--- src/rtl/arb_req_frontend.sv ---
// arb_req_frontend: four per-requester FIFOs feeding a round-robin arbiter, popping on a one-hot grant.
module arb_req_frontend #(
  parameter int DW    = 8,
  parameter int DEPTH = 4
) (
  input  logic            clk,
  input  logic            rst_n,
  input  logic [3:0]      in_valid,
  input  logic [4*DW-1:0] in_data,
  output logic [3:0]      in_ready,
  output logic [3:0]      req,
  input  logic [3:0]      gnt,
  output logic            out_valid,
  output logic [DW-1:0]   out_data,
  output logic [1:0]      out_id,
  output logic            err_multi_gnt,
  input  logic            err_clr
);
  localparam int AW = $clog2(DEPTH);
  localparam logic [AW:0] FULL = (AW+1)'(DEPTH);
  logic [DW-1:0] mem [4][DEPTH];
  logic [AW-1:0] wptr [4];
  logic [AW-1:0] rptr [4];
  logic [AW:0]   cnt  [4];
  logic [3:0]    push, pop;
  logic          multi, one_hot;
  logic [1:0]    sel;
  assign multi   = (gnt & (gnt - 4'd1)) != 4'd0;
  assign one_hot = (gnt != 4'd0) && !multi;
  assign sel     = {gnt[2] | gnt[3], gnt[1] | gnt[3]};
  for (genvar g = 0; g < 4; g++) begin : g_q
    assign in_ready[g] = cnt[g] < FULL;
    assign req[g]      = cnt[g] != '0;
    assign push[g]     = in_valid[g] & in_ready[g];
    assign pop[g]      = one_hot & gnt[g] & req[g];
  end
  always_ff @(posedge clk) begin
    for (int i = 0; i < 4; i++)
      if (push[i]) mem[i][wptr[i]] <= in_data[i*DW +: DW];
  end
  always_ff @(posedge clk or negedge rst_n) begin
    if (!rst_n) begin
      for (int i = 0; i < 4; i++) begin
        wptr[i] <= '0;
        rptr[i] <= '0;
        cnt[i]  <= '0;
      end
      out_valid     <= 1'b0;
      out_data      <= '0;
      out_id        <= '0;
      err_multi_gnt <= 1'b0;
    end else begin
      for (int i = 0; i < 4; i++) begin
        if (push[i]) wptr[i] <= wptr[i] + AW'(1);
        if (pop[i])  rptr[i] <= rptr[i] + AW'(1);
        cnt[i] <= cnt[i] + {{AW{1'b0}}, push[i]} - {{AW{1'b0}}, pop[i]};
      end
      out_valid <= |pop;
      if (|pop) begin
        out_data <= mem[sel][rptr[sel]];
        out_id   <= sel;
      end
      err_multi_gnt <= multi | (err_multi_gnt & ~err_clr);
    end
  end
endmodule

--- config.mk ---
export PLATFORM = sky130hd
export DESIGN_NAME = arb_req_frontend
export DESIGN_NICKNAME = d
export VERILOG_FILES = /design/src/rtl/arb_req_frontend.sv
export SDC_FILE = /design/constraint.sdc
export NUM_CORES = 1
export LEC_CHECK = 0
export BUFFER_PORTS_ARGS = -buffer_cell sky130_fd_sc_hd__buf_2
export CORE_MARGIN = 1
export CORE_UTILIZATION = 54
export DETAILED_ROUTE_END_ITERATION = 8
export PLACE_DENSITY = 0.72
export SLEW_MARGIN = 20
export SYNTH_ARGS = -nofsm -noshare
export SYNTH_HDL_FRONTEND = slang
export SYNTH_SLANG_ARGS = --single-unit
--- constraint.sdc ---
create_clock -name clk -period 2.2 [get_ports clk]
set_input_delay 0.44 -clock clk [delete_from_list [all_inputs] [get_ports clk]]
set_output_delay 0.44 -clock clk [all_outputs]
set_load 0.05 [all_outputs]
==> results of run 1 <==
## synthesized netlist by cell type (2+ instances only)
cell type and instances:
dfrtp_1 40, nand2_1 21, o31a_1 4, a22o_1 31, clkbuf_1 13, ha_1 24, nand3_1 2, fa_1 4
buf_6 7, a211o_1 16, nor2b_1 4, inv_1 31, a31oi_1 7, a21oi_1 2, o22ai_1 2, or3_1 4
nor2_1 26, buf_2 8, mux2_4 2, xnor2_1 16, mux2i_1 33, nor2_2 3, o21ai_0 19, xor2_1 5
buf_4 6, edfxtp_1 128, a221oi_1 30, and2_1 21
## worst paths after layout
check,startpoint,endpoint,slack (ns),cells after the start
setup reg to reg,cnt[2],cnt[2],0.04,8
hold / removal,rst_n,cnt[5],0.07,2
setup / recovery,cnt[2],cnt[2],0.04,8
max in group asynchronous,rst_n,wptr[7],1.72,2
hold reg to reg,rptr[3],rptr[3],0.48,1
min in group clk,err_clr,err_multi_gnt,0.19,2
## what timing repair did
action / in CTS / in global routing
gates resized for setup: 2 / 6
pin swaps: 0 / 7
setup buffers: 1 / 1
endpoints found under the setup margin: 1 / 2
## through the flow
stage,setup slack (ns),cell area [µm²]
CTS,0.01601,9001
global placement,-0.2138,8364
global route,-0.04986,9031
finish,0.03546,9031
floorplan,-0.1672,7744
detailed placement,-0.2450,8364
## layout make-up
cell class              count  area, µm²
flip-flops and latches    168       4845
well taps                 176      220.2
repair buffers            100      660.6
clock inverters            14      177.7
inverters                  32      122.6
multi-input cells         296       2566
clock buffers              18      439.2
fillers                   979       4422
## flip-flops by register name, indices dropped and copies added (netlist names)
signal,flops
mem,128
cnt,12
out_data,8
rptr,8
wptr,8
out_id,2
err_multi_gnt,1
out_valid,1
## logic make-up (layout without fill, tap and decap cells)
group                    after synthesis  in the layout  synth area share
flip-flops                           168            168            0.6394
multiplexers                          37             37           0.05086
AO/OA/AOI/OAI                        120            120            0.1295
AND/OR/NAND/NOR                       90             90           0.06060
buffers and inverters                 67            164           0.04525
XOR/XNOR                              21             21           0.02427
adder cells (fa/ha/maj)               28             28           0.05020
## report_power, final
group          leakage, nW  switching (mW)  internal, mW
Sequential            1.63           0.402          4.16
Clock                0.297            1.32          1.75
Combinational         1.64            2.01          1.33
## per-layer routing
metal / up-vias / wire length (µm) / GRT usage
met5: - / 0 / 0
met2: 190 / 8483 / 0.4088
met1: 2369 / 6556 / 0.2880
met4: 0 / 591 / 0.1373
li1: 2161 / - / -
met3: 46 / 862 / 0.05660
==> impl_metrics.py, run 1 <==
metrics = {
    "drt": {
        "drt-initial-drc-count": 358,
        "wire_per_inst_um": 20.52,
        "wl_um": 16500,
        "dr.pass1.iters": 5,
        "ant_nets": 0,
        "num_vias": 4766,
        "drc": 0,
        "vias_per_cell": 5.928,
    },
    "setup_path": {
        "worstSetupStartpointType": "flop",
        "worstPathArrival_ns": 2.48,
        "cp_slowest_cell": "or3_4",
        "crit_family": "adder cells",
        "critPathKind": "reg -> reg",
        "end_kind": "flop",
        "critical_path.most_common_cell": "ha_4",
        "required_ns": 2.52,
        "path_cells": "or3_4 > and3_4 > ha_4 > inv_2 > ha_4 > fa_2 > xnor2_2 > xnor2_1",
        "worst-path-buf-inv": 1,
        "max_stage_delay_ns": 0.39,
        "crit_fanout": 2,
    },
    "logic_synthesis": {
        "synth_top_area_share": 0.5073,
        "syn_area_mm2": 0.007577,
        "synth_nets": 602,
        "synth-edff-count": 128,
        "synthFlopType": "edfxtp_1",
        "async_flop_share": 0.2381,
        "ys_seq_elements": 168,
        "synth_cell_types": 50,
        "avgSynthCellArea_um2": 14.27,
        "synthCells": 531,
        "ys_warn_count": 0,
        "yosys.area.top_type": "edfxtp_1",
        "ys_seq_area_frac": 0.6394,
        "synth.area.top_cells": "edfxtp_1, dfrtp_1, mux2i_1",
    },
    "power_and_ir_drop": {
        "power.total_mw": 10.97,
        "vdd_drop_max_uv": 858.6,
        "leakagePower_nw": 3.567,
        "p_per_area_mw_per_mm2": 1214,
    },
    "finish": {
        "area_delta_synth_final_pct": 19.19,
        "final_nets": 686,
        "fin_util": 0.6713,
        "n_antenna_cell": 0,
        "fin_cells": 804,
        "layout-drive-gt1-share": 0.2834,
        "final_cell_mix": "edfxtp_1, buf_2, dfrtp_1",
        "final_common_cell": "edfxtp_1",
    },
    "timing": {
        "finalHoldViolations": 0,
        "finClkSkew_ns": 0.02345,
        "setup_viol": 0,
        "totalNegativeSetupSlack_ns": 0,
        "max_freq_mhz": 462.0,
        "period_needed_ns": 2.165,
        "max_slew_margin": 0.6069,
        "holdWs_ns": 0.07269,
        "maxSlewViolCount": 0,
        "rsz0062_at_grt": "yes",
        "min_period_over_period": 0.9839,
        "worstMarginPinSlew_ns": 0.5897,
    },
    "clocking": {
        "cts_tree": "built",
        "clkTransAtPathRegs_ns": 0.07,
        "cts.sinks": 168,
        "clk_path_buf_depth": 2,
        "cts_root_buf": "clkbuf_16",
        "cts_buffers": 17,
        "clock_latency_ns": 0.44,
        "htreeDepth": 4,
        "cts_hold_buf": 0,
    },
    "run": {
        "max_cap_viol_count": 0,
    },
    "global_route": {
        "grt_antenna_before_repair": 0,
        "grt_max_degree": 64,
        "grt_pass1_vias": 4915,
        "overflow": 0,
        "grt_pass1_wl_um": 25510,
        "groute.usage.overall": 0.2433,
    },
    "die": {
        "io_pins": 63,
        "die_w_um": 120.5,
        "die_h_um": 120.5,
        "fp.coreArea_mm2": 0.01345,
        "rows": 42,
        "initial_utilization": 0.5632,
        "die_area_mm2": 0.01451,
    },
    "placement": {
        "dp_cells": 770,
        "io_buffers": 62,
        "dpl.hpwl_um": 11180,
        "gp_congestion": 0.8687,
    },
    "status": {
        "outcome": "completed",
    },
    "hold_path": {
        "min_path_type": "in -> async",
    },
}
No activity file was read; power rests on OpenSTA's default activity.
==> run 2, diff against run 1 <==
--- a/config.mk
+++ b/config.mk
@@ -6,8 +6,10 @@
 export NUM_CORES = 1
 export LEC_CHECK = 0
 export BUFFER_PORTS_ARGS = -buffer_cell sky130_fd_sc_hd__buf_2
+export CELL_PAD_IN_SITES_DETAIL_PLACEMENT = 1
+export CELL_PAD_IN_SITES_GLOBAL_PLACEMENT = 2
 export CORE_MARGIN = 1
-export CORE_UTILIZATION = 54
+export CORE_UTILIZATION = 39
 export DETAILED_ROUTE_END_ITERATION = 8
 export PLACE_DENSITY = 0.72
 export SLEW_MARGIN = 20
==> impl_metrics.py, run 2 (synthesis gave the netlist of run 1 again) <==
metrics = {
    "status": {
        "outcome": "completed",
    },
    "setup_path": {
        "worstPathArrival_ns": 2.44,
        "critPathKind": "reg -> reg",
        "end_kind": "flop",
        "worstSetupStartpointType": "flop",
        "crit_fanout": 2,
        "path_cells": "or3_4 > and4_4 > ha_4 > inv_2 > ha_4 > inv_2 > fa_2 > xnor2_2 > xnor2_1",
        "max_stage_delay_ns": 0.39,
        "cp_slowest_cell": "dfrtp_1",
        "r2r_cells": 9,
        "r2r_slack_ns": 0.07,
        "rr_startpoint": "cnt[3]",
        "r2r_end": "cnt[5]",
        "critPathLaunch": "cnt[3]",
        "crit_end": "cnt[5]",
        "required_ns": 2.51,
    },
    "drt": {
        "wire_per_inst_um": 21.21,
        "drc": 0,
        "num_vias": 4779,
        "wl_um": 19300,
        "vias_per_cell": 5.252,
        "dr.pass1.iters": 4,
        "drt-initial-drc-count": 393,
        "ant_nets": 0,
    },
    "timing": {
        "totalNegativeSetupSlack_ns": 0,
        "setup_ws_ns": 0.06560,
        "period_needed_ns": 2.134,
        "worstMarginPinSlew_ns": 0.5266,
        "rsz0062_at_grt": "yes",
        "maxSlewViolCount": 0,
        "setup_viol": 0,
        "min_period_over_period": 0.9702,
        "holdWs_ns": 0.1969,
        "finalHoldViolations": 0,
        "max_slew_margin": 0.6489,
        "finClkSkew_ns": 0.007598,
        "max_freq_mhz": 468.5,
    },
    "finish": {
        "fillCellCount": 1903,
        "layout-drive-gt1-share": 0.3000,
        "final_nets": 708,
        "largest_register_ffs": 128,
        "final_cell_area_mm2": 0.009226,
        "n_antenna_cell": 0,
        "final_common_cell": "edfxtp_1",
        "final_cell_mix": "edfxtp_1, buf_2, buf_4",
        "area_delta_synth_final_pct": 21.76,
    },
    "clocking": {
        "cts.sinks": 168,
        "htreeDepth": 4,
        "cts_buffers": 17,
        "clkTransAtPathRegs_ns": 0.06,
        "cts_tree": "built",
        "clock_latency_ns": 0.43,
        "cts_root_buf": "clkbuf_16",
        "clk_path_buf_depth": 2,
        "cts_setup_buffers": 0,
    },
    "die": {
        "die_w_um": 141.4,
        "io_pins": 63,
        "die_h_um": 141.4,
        "initial_utilization": 0.4011,
        "die_area_mm2": 0.01999,
        "fp.coreArea_mm2": 0.01889,
        "rows": 50,
    },
    "power_and_ir_drop": {
        "leakagePower_nw": 3.648,
        "vdd_drop_max_uv": 678.1,
        "p_per_area_mw_per_mm2": 1193,
        "power.total_mw": 11.00,
    },
    "placement": {
        "gp_congestion": 0.8708,
        "place_ws_ns": -0.2383,
        "io_buffers": 62,
        "place_area_mm2": 0.008617,
        "dpl.hpwl_um": 13810,
    },
    "global_route": {
        "grt_pass1_wl_um": 29980,
        "grt_antenna_before_repair": 0,
        "grt_max_degree": 30,
        "overflow": 0,
        "groute.usage.overall": 0.2068,
        "grt_pass1_vias": 5199,
    },
    "hold_path": {
        "holdCritStartpoint": "err_clr",
        "min_path_type": "in -> reg",
    },
    "run": {
        "max_cap_viol_count": 0,
    },
}
## run 2: cell types whose count changed in the layout (fill, tap and decap cells not counted)
cell,delta
buf_4,+23
inv_8,-3
buf_12,-2
clkbuf_1,+2
clkinv_2,+2
clkbuf_8,-1
clkinv_1,+1
clkinv_8,-1
dlygate4sd3_1,+1
ha_2,+1
ha_4,-1
inv_1,+1
inv_2,-1
## run 2: final cells by class
cell class,count,area (µm²),area share
Clock inverter,13,141.4,0.01532
Sequential cell,168,4845,0.5251
Clock buffer,19,432.9,0.04692
Timing Repair Buffer,122,803.3,0.08706
Multi-Input combinational cell,296,2556,0.2771
Tap cell,260,325.3,0.03526
Inverter,32,122.6,0.01329
## run 2: power breakdown
group	leakage [nW]	switching [mW]	internal, mW
Sequential	1.63	0.391	4.16
Clock	0.277	1.25	1.68
Combinational	1.74	2.12	1.41
## run 2: worst min path at each step
stage                     cells after the start            end
after global placement                        1      out_valid
final                                         2  err_multi_gnt
after CTS                                     2  err_multi_gnt
after detailed placement                      1      out_valid
after global routing                          2  err_multi_gnt
after floorplan                               0         cnt[0]
## run 2: worst max-delay path, delay by kind of cell, from the launching register on
kind                     cells  cell delay (ns)
XOR/XNOR                     2             0.28
adder cells (fa/ha/maj)      3             0.67
buffers and inverters        2             0.09
flip-flops                   1             0.39
AND/OR/NAND/NOR              2             0.58
## run 2: what timing repair did
action                     CTS  global route
pin swaps                    2             1
hold endpoints to repair    16             0
setup endpoints to repair    1             2
resized for setup            3             3
hold buffers                 1             0
## run 2: metal layers
layer,up-vias,routed length [µm],GRT usage
li1,2204,-,-
met1,2451,8192,0.2529
met2,103,10000,0.3679
met3,21,697,0.03105
met4,0,406,0.08149
met5,-,0,0
## run 2: through the flow
stage                     std cells  utilization
after floorplan                 531            -
after detailed placement        877       0.4561
after global routing            910       0.4883
after CTS                       910       0.4876
final                           910       0.4883
after global placement          877       0.4561
==> run 3, diff against run 2 <==
--- a/config.mk
+++ b/config.mk
@@ -5,13 +5,14 @@
 export SDC_FILE = /design/constraint.sdc
 export NUM_CORES = 1
 export LEC_CHECK = 0
+export ABC_AREA = 1
 export BUFFER_PORTS_ARGS = -buffer_cell sky130_fd_sc_hd__buf_2
 export CELL_PAD_IN_SITES_DETAIL_PLACEMENT = 1
 export CELL_PAD_IN_SITES_GLOBAL_PLACEMENT = 2
 export CORE_MARGIN = 1
-export CORE_UTILIZATION = 39
+export CORE_UTILIZATION = 34
 export DETAILED_ROUTE_END_ITERATION = 8
-export PLACE_DENSITY = 0.72
+export PLACE_DENSITY = 0.71
 export SLEW_MARGIN = 20
 export SYNTH_ARGS = -nofsm -noshare
 export SYNTH_HDL_FRONTEND = slang
==> impl_metrics.py, run 3 <==
metrics = {
    "status": {
        "outcome": "completed",
    },
    "setup_path": {
        "cp_slowest_cell": "dfrtp_1",
        "worstSetupStartpointType": "flop",
        "end_kind": "flop",
        "path_cells": "nor3_2 > nor2_1 > ha_1 > inv_1 > ha_1 > fa_1 > xnor2_2 > xor2_1",
        "critPathKind": "reg -> reg",
        "worstPathArrival_ns": 2.40,
        "crit_fanout": 3,
        "crit_family": "adder cells",
        "r2r_cells": 8,
        "critical_path.most_common_cell": "ha_1",
        "critical_path_cell_count": 8,
        "required_ns": 2.52,
        "worst-path-buf-inv": 1,
        "max_stage_delay_ns": 0.44,
    },
    "logic_synthesis": {
        "ys_warn_count": 0,
        "ys_seq_elements": 168,
        "synth_nets": 895,
        "synth_top_area_share": 0.4887,
        "synthFlopType": "edfxtp_1",
        "synth_cell_types": 26,
        "avgSynthCellArea_um2": 9.545,
        "synth.area.top_cells": "edfxtp_1, nand2_1, dfrtp_1",
        "syn_area_mm2": 0.007865,
        "yosys.area.top_type": "edfxtp_1",
        "synthCells": 824,
        "ys_seq_area_frac": 0.6160,
        "yosysMostFrequentCell": "nand2_1",
        "async_flop_share": 0.2381,
        "synth-edff-count": 128,
        "synth_common_cells": "nand2_1, inv_1, edfxtp_1",
    },
    "timing": {
        "min_period_over_period": 0.9440,
        "finalHoldViolations": 0,
        "rsz0062_at_grt": "no",
        "finClkSkew_ns": 0.009709,
        "max_slew_margin": 0.6013,
        "period_needed_ns": 2.077,
        "setup_viol": 0,
        "maxSlewViolCount": 0,
        "worstMarginPinSlew_ns": 0.5980,
        "max_freq_mhz": 481.5,
    },
    "placement": {
        "dpl.hpwl_um": 14290,
        "io_buffers": 62,
        "place_area_mm2": 0.008720,
        "gp_congestion": 0.7371,
    },
    "die": {
        "initial_utilization": 0.3474,
        "die_w_um": 154.1,
        "die_h_um": 154.1,
        "fp.coreArea_mm2": 0.02264,
        "die_area_mm2": 0.02375,
        "rows": 55,
        "io_pins": 63,
    },
    "finish": {
        "layout-drive-gt1-share": 0.1676,
        "final_nets": 990,
        "final_cell_mix": "nand2_1, inv_1, edfxtp_1",
        "largest_register_ffs": 128,
        "final_cell_area_mm2": 0.009358,
        "final_common_cell": "nand2_1",
        "n_antenna_cell": 0,
        "area_delta_synth_final_pct": 18.98,
    },
    "drt": {
        "wire_per_inst_um": 15.91,
        "dr.pass1.iters": 4,
        "drt-initial-drc-count": 194,
        "ant_nets": 0,
        "drc": 0,
        "num_vias": 5412,
        "vias_per_cell": 4.451,
        "wl_um": 19340,
    },
    "global_route": {
        "groute.usage.overall": 0.1777,
        "grt_antenna_before_repair": 1,
        "grt_max_degree": 41,
        "grt_pass1_vias": 5814,
        "grt_pass1_wl_um": 30880,
        "overflow": 0,
    },
    "clocking": {
        "cts.sinks": 168,
        "cts_setup_buffers": 0,
        "cts_hold_buf": 0,
        "htreeDepth": 4,
        "clock_latency_ns": 0.44,
        "cts_resized": 0,
        "clkTransAtPathRegs_ns": 0.07,
        "cts_tree": "built",
        "clk_path_buf_depth": 2,
        "cts_root_buf": "clkbuf_16",
        "cts_buffers": 17,
    },
    "power_and_ir_drop": {
        "leakagePower_nw": 4.515,
        "vdd_drop_max_uv": 614.9,
        "pwr-share-seq": 0.425,
        "switchingPower_mw": 3.734,
        "clockPowerShare": 0.289,
        "internal_power_mw": 6.898,
        "p_per_area_mw_per_mm2": 1136,
        "comb_power_share": 0.286,
        "swShare": 0.3512,
        "power.total_mw": 10.63,
    },
    "hold_path": {
        "min_path_type": "in -> async",
    },
    "run": {
        "max_cap_viol_count": 0,
    },
}
-- run 3: final timing paths --
kind / start / endpoint / slack, ns
setup / recovery: cnt[2] / cnt[2] / 0.12
hold / removal: rst_n / out_data[4] / 0.07
setup reg to reg: cnt[2] / cnt[2] / 0.12
hold reg to reg: out_data[6] / out_data[6] / 0.47
max in group asynchronous: rst_n / cnt[7] / 1.66
min in group clk: err_clr / err_multi_gnt / 0.18
-- run 3: kinds of logic (layout without fill, tap and decap cells) --
kind of cell / after synthesis / after routing / share of synthesized area
xor+xnor: 20 / 20 / 0.02227
fa+ha+maj: 28 / 28 / 0.04836
flops: 168 / 168 / 0.6160
compound gates: 8 / 8 / 0.005569
buf+inv: 178 / 285 / 0.09450
simple gates: 422 / 422 / 0.2133
-- run 3: power groups by stage --
stage               sequential (mW)  clock (mW)  combinational (mW)
finish                         4.52        3.07                3.04
global route                   4.60        3.26                3.44
detailed placement             4.55           0                3.06
global placement               4.53           0                2.99
floorplan                      4.80           0                1.80
CTS                            4.49        3.15                3.07
-- run 3: cell type report --
class	instances	area, µm²
clock inverters	14	170.2
inverters	154	595.6
repair buffers	100	645.6
clock buffers	17	425.4
multi-input cells	478	2318
well taps	285	356.6
flip-flops and latches	168	4846
fillers	2619	13280
-- run 3: routing by layer --
metal  track usage  part of all wire  wire length [µm]
met1        0.2045              0.42              8148
met5             0           0.00088                17
met4       0.06238             0.017               338
met3       0.03495             0.031               592
met2        0.3264              0.53             10250
-- run 3: stage by stage --
step	setup WS [ns]	std cells	hold slack, ns	utilization	TNS (ns)
finish	0.1232	1216	0.07423	0.4133	0
global placement	0.04262	1185	0.4538	0.3851	0
floorplan	0.04048	824	0.1444	-	0
CTS	0.02323	1216	0.09457	0.4114	0
global route	0.008767	1216	0.1308	0.4133	0
detailed placement	-0.02102	1185	0.4599	0.3851	-0.02102
